**config.mk**
```make
export PLATFORM = sky130hd
export DESIGN_NAME = hazard_ctrl
export DESIGN_NICKNAME = d
export VERILOG_FILES = /design/src/rtl/hazard_ctrl.sv
export SDC_FILE = /design/constraint.sdc
export NUM_CORES = 1
export LEC_CHECK = 0
export ABC_AREA = 0
export BUFFER_PORTS_ARGS = -buffer_cell sky130_fd_sc_hd__clkbuf_2
export CAP_MARGIN = 40
export CORE_ASPECT_RATIO = 2
export CORE_MARGIN = 5
export CORE_UTILIZATION = 38
export DETAILED_ROUTE_END_ITERATION = 16
export PLACE_DENSITY_LB_ADDON = 0.08
export SLEW_MARGIN = 10
export SYNTH_ARGS = -nofsm -noshare
export SYNTH_HDL_FRONTEND = slang
export SYNTH_SLANG_ARGS = --single-unit
```
**constraint.sdc**
```tcl
create_clock -name clk -period 1.9 [get_ports clk]
set_clock_uncertainty 0.2 [all_clocks]
set_input_delay 0.095 -clock clk [delete_from_list [all_inputs] [get_ports clk]]
set_output_delay 0.095 -clock clk [all_outputs]
set_load 0.01 [all_outputs]
```
**src/rtl/hazard_ctrl.sv**
```systemverilog
// Pipeline hazard controller: load-use stall, taken-branch squash and data-memory freeze.
// Optional performance counters are built only when HAZARD_PERF_EN is defined.
module hazard_ctrl #(
    parameter int unsigned REDIRECT_CYC = 2,
    parameter int unsigned CNT_W        = 32
) (
    input  logic             clk,
    input  logic             resetl,
    input  logic [4:0]       id_rn,
    input  logic [4:0]       id_rm,
    input  logic             id_uses_rn,
    input  logic             id_uses_rm,
    input  logic             ex_memread,
    input  logic [4:0]       ex_rd,
    input  logic             ex_branch_taken,
    input  logic             mem_busy,
    output logic             pc_write,
    output logic             ifid_write,
    output logic             ifid_flush,
    output logic             idex_bubble,
    output logic             pipe_hold,
    output logic [1:0]       state,
    output logic [CNT_W-1:0] stall_cnt,
    output logic [CNT_W-1:0] flush_cnt
);

    typedef enum logic [1:0] {
        ST_RUN      = 2'd0,
        ST_REDIRECT = 2'd1,
        ST_MEM_WAIT = 2'd2,
        ST_UNUSED   = 2'd3
    } state_t;

    localparam logic [3:0] LP_RELOAD = 4'(REDIRECT_CYC - 1);

    state_t     r_state;
    logic [3:0] r_cnt;
    logic       w_loadUse;
    logic       w_branchAccept;

    // XZR (register 31) is never a real producer, so it cannot create a hazard.
    assign w_loadUse = ex_memread && (ex_rd != 5'd31) &&
                       ((id_uses_rn && (id_rn == ex_rd)) || (id_uses_rm && (id_rm == ex_rd)));

    assign w_branchAccept = (r_state == ST_RUN) && !mem_busy && ex_branch_taken;

    assign state = r_state;

    always_comb begin
        pc_write    = 1'b1;
        ifid_write  = 1'b1;
        ifid_flush  = 1'b0;
        idex_bubble = 1'b0;
        pipe_hold   = 1'b0;
        case (r_state)
            ST_RUN: begin
                if (mem_busy) begin
                    pc_write   = 1'b0;
                    ifid_write = 1'b0;
                    pipe_hold  = 1'b1;
                end else if (ex_branch_taken) begin
                    ifid_flush  = 1'b1;
                    idex_bubble = 1'b1;
                end else if (w_loadUse) begin
                    pc_write    = 1'b0;
                    ifid_write  = 1'b0;
                    idex_bubble = 1'b1;
                end
            end
            ST_REDIRECT: begin
                if (mem_busy) begin
                    pc_write   = 1'b0;
                    ifid_write = 1'b0;
                    pipe_hold  = 1'b1;
                end else begin
                    ifid_flush  = 1'b1;
                    idex_bubble = 1'b1;
                end
            end
            ST_MEM_WAIT: begin
                pc_write   = 1'b0;
                ifid_write = 1'b0;
                pipe_hold  = 1'b1;
            end
            default: begin
                pc_write = 1'b1;
            end
        endcase
        // Reset must silence every enable immediately, not at the next edge.
        if (!resetl) begin
            pc_write    = 1'b0;
            ifid_write  = 1'b0;
            ifid_flush  = 1'b0;
            idex_bubble = 1'b0;
            pipe_hold   = 1'b0;
        end
    end

    always_ff @(posedge clk or negedge resetl) begin
        if (!resetl) begin
            r_state <= ST_RUN;
            r_cnt   <= 4'd0;
        end else begin
            case (r_state)
                ST_RUN: begin
                    if (mem_busy) begin
                        r_state <= ST_MEM_WAIT;
                    end else if (ex_branch_taken && (REDIRECT_CYC > 1)) begin
                        r_state <= ST_REDIRECT;
                        r_cnt   <= LP_RELOAD;
                    end
                end
                ST_REDIRECT: begin
                    if (!mem_busy) begin
                        if (r_cnt <= 4'd1) begin
                            r_state <= ST_RUN;
                            r_cnt   <= 4'd0;
                        end else begin
                            r_cnt <= r_cnt - 4'd1;
                        end
                    end
                end
                ST_MEM_WAIT: begin
                    if (!mem_busy) begin
                        r_state <= ST_RUN;
                    end
                end
                default: begin
                    r_state <= ST_RUN;
                    r_cnt   <= 4'd0;
                end
            endcase
        end
    end

`ifdef HAZARD_PERF_EN
    logic [CNT_W-1:0] r_stallCnt;
    logic [CNT_W-1:0] r_flushCnt;

    // Both counters saturate rather than wrap so long runs never read as small.
    always_ff @(posedge clk or negedge resetl) begin
        if (!resetl) begin
            r_stallCnt <= '0;
            r_flushCnt <= '0;
        end else begin
            if (!pc_write && (r_stallCnt != '1)) begin
                r_stallCnt <= r_stallCnt + 1'b1;
            end
            if (w_branchAccept && (r_flushCnt != '1)) begin
                r_flushCnt <= r_flushCnt + 1'b1;
            end
        end
    end

    assign stall_cnt = r_stallCnt;
    assign flush_cnt = r_flushCnt;
`else
    logic w_unusedPerf;
    assign w_unusedPerf = w_branchAccept;
    assign stall_cnt    = '0;
    assign flush_cnt    = '0;
`endif

endmodule
```
==> impl_metrics.tcl, run 1 <==
set metrics [dict create \
    fin_crit_sh 0.956 \
    hold_violations 0 \
    antenna_cells 0 \
    dieArea_mm2 0.00391 \
    pin_count 93 \
    routedWlPerCell_um 12.9 \
    fin_ws_ns 0.0830 \
    maxSlewViolCount 0 \
    h-tree-depth 1 \
    cts-root-buf "clkbuf_8" \
    clockBufferDepth 2 \
    dieHeight_um 83.5 \
    postSynthAreaPerCell_um2 8.09 \
    grt_pass1_vias 744 \
    rows 26 \
    synth_seq_area_share 0.146 \
    crit_buf_inv 1 \
    antenna_found_initial 0 \
    cts_sinks 6 \
    vdd_drop_max_v 0.000478 \
    critical_path_class "register to register" \
    maxClockFrequency_mhz 550 \
    hold_path.class "input port to asynchronous set/reset pin" \
    final.setup.tns_ns 0 \
    first_iter_violations 15 \
    cp_data_required_time_ns 1.81 \
    first_pass_iters 2 \
    crit_chain "inv_1 > ha_1 > nor2_1 > o311a_1 > a31o_1 > a22o_1" \
    r2r_start "r_cnt[1]" \
    yosysUniqueCellTypes 32 \
    drtAntennaViolNets 0 \
    coreArea_mm2 0.00257 \
    clk_pin_slew_ns 0.04 \
    port_buffers 28 \
    insertion_delay_ns 0.22 \
    critPathMaxStageDelay_ns 0.40 \
    crit_fanout 4 \
    setup_viol 0 \
    grt_overflow_total 0 \
    layout_min_cycle_time_ns 1.82 \
    layout.nets 185 \
    drive_gt1_frac 0.233 \
    critPathSlowestCell "dfrtp_1" \
    startpoint "r_cnt[1]" \
    powerDensity_mw_per_mm2 574 \
    synth.ff_latch_count 6 \
    final_area_mm2 0.00103 \
    synth_warnings 0 \
    fillers 319 \
    regArea_um2 150 \
    fin_cells 187 \
    critPathLaunchType "register" \
    arrival_ns 1.73 \
    cap_violations 0 \
    syn_inst 127 \
    floorplan.initialDensity 0.400 \
    worst_setup_path_end_kind "register" \
    area_growth_pct 0.487 \
    status "finished clean" \
    netlist_area_mm2 0.00103 \
    via_per_inst 4.03 \
    cpLargestDelayFamily "compound AO/OA/AOI/OAI gates" \
    grt_usage 0.118 \
    postLayoutCoreUtil 0.402 \
    place_inst 181 \
    wirelength_um 2410 \
    grt_max_degree 11 \
    grt_pass1_wl_um 3440 \
    gp_congestion 0.791 \
    final_cell_mix "64 x conb_1, 28 x clkbuf_2, 8 x xor2_1, 6 x dfrtp_1, 5 x nand2_1" \
    cts_buffers 3 \
    vias 754 \
    final_common_cell "conb_1" \
    hpwl_um 2140 \
    die_w_um 46.8 \
    multi_input_area_um2 619 \
    dpl_cell_area_um2 951 \
    drcViolationCount 0 \
    pre_cts_ws_ns 0.0163 \
    grt_setup_unrepaired "false" \
    p_leak_nw 0.599 \
    cts_tree "yes" \
]
[routing by layer]
layer  up-vias  part of all wire  track usage  wire, µm
li1        358                 -            -         -
met1       342              0.26       0.0864       632
met2        50              0.60        0.247      1450
met3         4              0.12       0.0259       295
met4         0             0.014       0.0453        33
met5         -                 0            0         0
[cell usage after synthesis]
library cell	n	area, µm²
xor2_1	8	70.1
nand2_1	5	18.8
ha_1	2	25.0
o21a_1	1	7.51
o21bai_1	1	7.51
a32oi_1	1	8.76
or4_1	1	7.51
conb_1	1	3.75
dfrtp_1	6	150
a22o_2	1	10.0
o311ai_0	1	8.76
o2111ai_1	1	8.76
or2b_2	1	8.76
a31o_1	1	8.76
o31ai_1	1	7.51
and3_1	1	6.26
nor4_1	2	12.5
nor2_1	4	15.0
nand3_1	1	5.00
and2_0	1	6.26
nand2b_1	3	18.8
xnor2_1	2	17.5
nor2b_1	2	12.5
o311a_1	1	10.0
o2bb2ai_1	1	8.76
o21ai_0	2	10.0
o211ai_1	2	15.0
buf_4	66	495
inv_1	3	11.3
a21boi_0	1	7.51
a22o_1	2	17.5
o22ai_1	1	6.26
[cells by family after synthesis]
| logic type | Yosys count | synth area share |
|---|---|---|
| compound gates | 18 | 0.139 |
| buf+inv | 69 | 0.493 |
| fa+ha+maj | 2 | 0.0244 |
| flops | 6 | 0.146 |
| simple gates | 21 | 0.108 |
| xor+xnor | 10 | 0.0853 |
| other cells | 1 | 0.00365 |
[metrics by stage]
step	hold slack, ns	power, mW
2_1_floorplan	-0.401	0.410
4_1_cts	0.0800	0.584
6_report	0.0761	0.593
3_5_place_dp	-0.238	0.378
5_1_grt	0.0927	0.640
3_3_place_gp	-0.235	0.377
[path summary, 6_finish.rpt]
| kind | cells after the start | slack [ns] | to |
|---|---|---|---|
| worst max-delay path | 6 | 0.08 | r_cnt[0] |
| min in group clk | 3 | 0.16 | state[0] |
| worst max register to register | 6 | 0.08 | r_cnt[0] |
| worst min register to register | 1 | 0.36 | state[1] |
| max in group asynchronous | 2 | 1.24 | state[1] |
| worst min-delay path | 2 | 0.08 | state[0] |
[state kept, by name, summed over array words and instances, names as in the netlist]
| register | flops |
|---|---|
| r_cnt | 4 |
| state | 2 |
[what timing repair did]
| action | CTS | global route |
|---|---|---|
| setup buffers | 0 | 1 |
| endpoints found under the setup margin | 0 | 3 |
| resized for setup | 0 | 4 |
| hold buffers | 2 | 0 |
| endpoints found under the hold margin | 7 | 0 |
[worst reg2reg max path, cell delays in order, from the launching register on]
cell and delay (ns):
dfrtp_1 0.40, inv_1 0.13, ha_1 0.16, nor2_1 0.05, o311a_1 0.36, a31o_1 0.18
a22o_1 0.22
[power breakdown]
group / switching [mW] / internal, mW / leakage [nW] / total, mW
sequential: 0.0185 / 0.141 / 0.0786 / 0.160
combinational: 0.149 / 0.0886 / 0.498 / 0.237
clock: 0.0591 / 0.136 / 0.0216 / 0.196
total: 0.226 / 0.366 / 0.599 / 0.593
[final cells by class]
cell class              count  share of cell area
well taps                  28              0.0339
flip-flops and latches      6               0.145
multi-input cells         115               0.600
repair buffers             32               0.170
inverters                   3              0.0109
clock buffers               3              0.0400
Power figures use the tool's default switching activity.
==> inputs of run 2 (changes only) <==
==> constraint.sdc (replaced) <==
create_clock -name clk -period 1.9 [get_ports clk]
set_clock_uncertainty 0.2 [all_clocks]
set_input_delay 0 -clock clk [delete_from_list [all_inputs] [get_ports clk]]
set_output_delay 0 -clock clk [all_outputs]
set_load 0.01 [all_outputs]
==> impl_metrics.tcl, run 2 (synthesized netlist as in run 1, its figures left out) <==
set metrics [dict create \
    final_cell_mix "64 x conb_1, 28 x clkbuf_2, 8 x xor2_1, 6 x dfrtp_1, 5 x nand2_1" \
    vdd_drop_max_v 0.000477 \
    grt_use_met1 0.0864 \
    fin_cells 188 \
    p_sw_frac 0.381 \
    cts_tree "yes" \
    antenna_found_initial 0 \
    hold_path_depth 3 \
    hold_slack_ns 0.0662 \
    routedWlPerCell_um 13.0 \
    powerDensity_mw_per_mm2 570 \
    h-tree-depth 1 \
    drtAntennaViolNets 0 \
    crit_buf_inv 1 \
    clockBufferDepth 2 \
    fillers 318 \
    met3_usage 0.0259 \
    clk_pin_slew_ns 0.04 \
    power_frac_seq 0.268 \
    drcViolationCount 0 \
    grt_pass1_vias 743 \
    place_inst 181 \
    crit_chain "inv_1 > ha_1 > nor2_1 > o311a_1 > a31o_1 > a22o_1" \
    min_to "state[0]" \
    maxClockFrequency_mhz 551 \
    dieHeight_um 83.5 \
    critPathMaxStageDelay_ns 0.40 \
    grt_usage 0.120 \
    critPathLaunchType "register" \
    p_switching_mw 0.227 \
    grt_busiest_layer "met2" \
    antenna_cells 0 \
    total_power_mw 0.595 \
    layout.nets 186 \
    wirelength_um 2440 \
    coreArea_mm2 0.00257 \
    status "finished clean" \
    hold_violations 0 \
    cts_buffers 3 \
    crit_fanout 4 \
    floorplan.initialDensity 0.400 \
    maxSlewViolCount 0 \
    hpwl_um 2140 \
    cp_data_required_time_ns 1.81 \
    p_leak_nw 0.603 \
    via_per_inst 4.01 \
    regMostFlops "r_cnt" \
    critical_path_class "register to register" \
    cpLargestDelayFamily "compound AO/OA/AOI/OAI gates" \
    dpl_cell_area_um2 951 \
    dieArea_mm2 0.00391 \
    grt_pass1_wl_um 3460 \
    cap_violations 0 \
    setup_viol 0 \
    cts-root-buf "clkbuf_8" \
    layout_min_cycle_time_ns 1.81 \
    vias 753 \
    worst-r2r-setup-slack_ns 0.09 \
    drive_gt1_frac 0.231 \
    fin_crit_sh 0.955 \
    largest_reg_flops 4 \
    final.setup.tns_ns 0 \
    grt_overflow_total 0 \
    p_int_mw 0.368 \
    first_iter_violations 5 \
    grt_max_degree 7 \
    hp-start "ex_branch_taken" \
    r2r_start "r_cnt[1]" \
    gp_congestion 0.791 \
    final_common_cell "conb_1" \
    combPwrFrac 0.403 \
    final_area_mm2 0.00104 \
    port_buffers 28 \
    pin_count 93 \
    critPathSlowestCell "dfrtp_1" \
    die_w_um 46.8 \
    rr_worst_depth 6 \
    first_pass_iters 2 \
    r2r_end "r_cnt[0]" \
    cts_sinks 6 \
    grtUsageMet2 0.252 \
    clkPwrFrac 0.329 \
    insertion_delay_ns 0.22 \
    rows 26 \
    worst_setup_path_end_kind "register" \
    area_growth_pct 1.46 \
    grt_setup_unrepaired "false" \
    hold_path.class "input port to register" \
    arrival_ns 1.72 \
]
run 2: cell types whose count changed in the layout (fill, tap and decap cells not counted):
cell and delta:
dlygate4sd3_1 +1
run 2: cell type report:
cell class	count	area [µm²]	share of cell area
sequential	6	150	0.144
clock buffer	3	41.3	0.0396
timing repair buffer	33	185	0.178
inverter	3	11.3	0.0108
tap	28	35.0	0.0336
multi-input combinational	115	619	0.594
run 2: worst max-delay path by stage:
stage	endpoint	depth (start not counted)	startpoint	slack, ns
2_1_floorplan	r_cnt[0]	6	r_cnt[0]	0.17
3_3_place_gp	state[0]	6	r_cnt[0]	0.09
3_5_place_dp	state[0]	6	r_cnt[0]	0.02
4_1_cts	state[0]	6	r_cnt[0]	0.009
5_1_grt	r_cnt[0]	6	r_cnt[1]	0.02
6_report	r_cnt[0]	6	r_cnt[1]	0.09
run 2: repair_timing:
action                                  CTS  global route
buffers inserted                          0             1
hold buffers                              3             0
endpoints found under the hold margin     7             0
resized for setup                         0             4
endpoints found under the setup margin    0             3
run 2: power groups by stage:
stage	registers, mW	logic [mW]	clock network, mW
4_1_cts	0.158	0.224	0.203
3_3_place_gp	0.160	0.218	0
5_1_grt	0.163	0.267	0.213
3_5_place_dp	0.160	0.218	0
2_1_floorplan	0.156	0.254	0
6_report	0.160	0.239	0.196
run 2: routing by layer:
metal | up-vias | routed length (µm)
met5 | - | 0
met4 | 0 | 33
met3 | 4 | 295
met2 | 50 | 1480
met1 | 339 | 628
li1 | 360 | -
run 2: through the flow:
| step | util | worst slack [ns] |
|---|---|---|
| floorplan | - | 0.170 |
| global placement | 0.370 | 0.0852 |
| detailed placement | 0.370 | 0.0163 |
| CTS | 0.398 | 0.00904 |
| global route | 0.406 | 0.0191 |
| finish | 0.406 | 0.0856 |
run 2: worst reg2reg max path, delay by kind of cell (launching register included):
| kind | cells | cell delay, ns |
|---|---|---|
| AO/OA/AOI/OAI | 3 | 0.76 |
| flip-flops | 1 | 0.40 |
| buffers and inverters | 1 | 0.13 |
| AND/OR/NAND/NOR | 1 | 0.05 |
| adder cells (fa/ha/maj) | 1 | 0.16 |
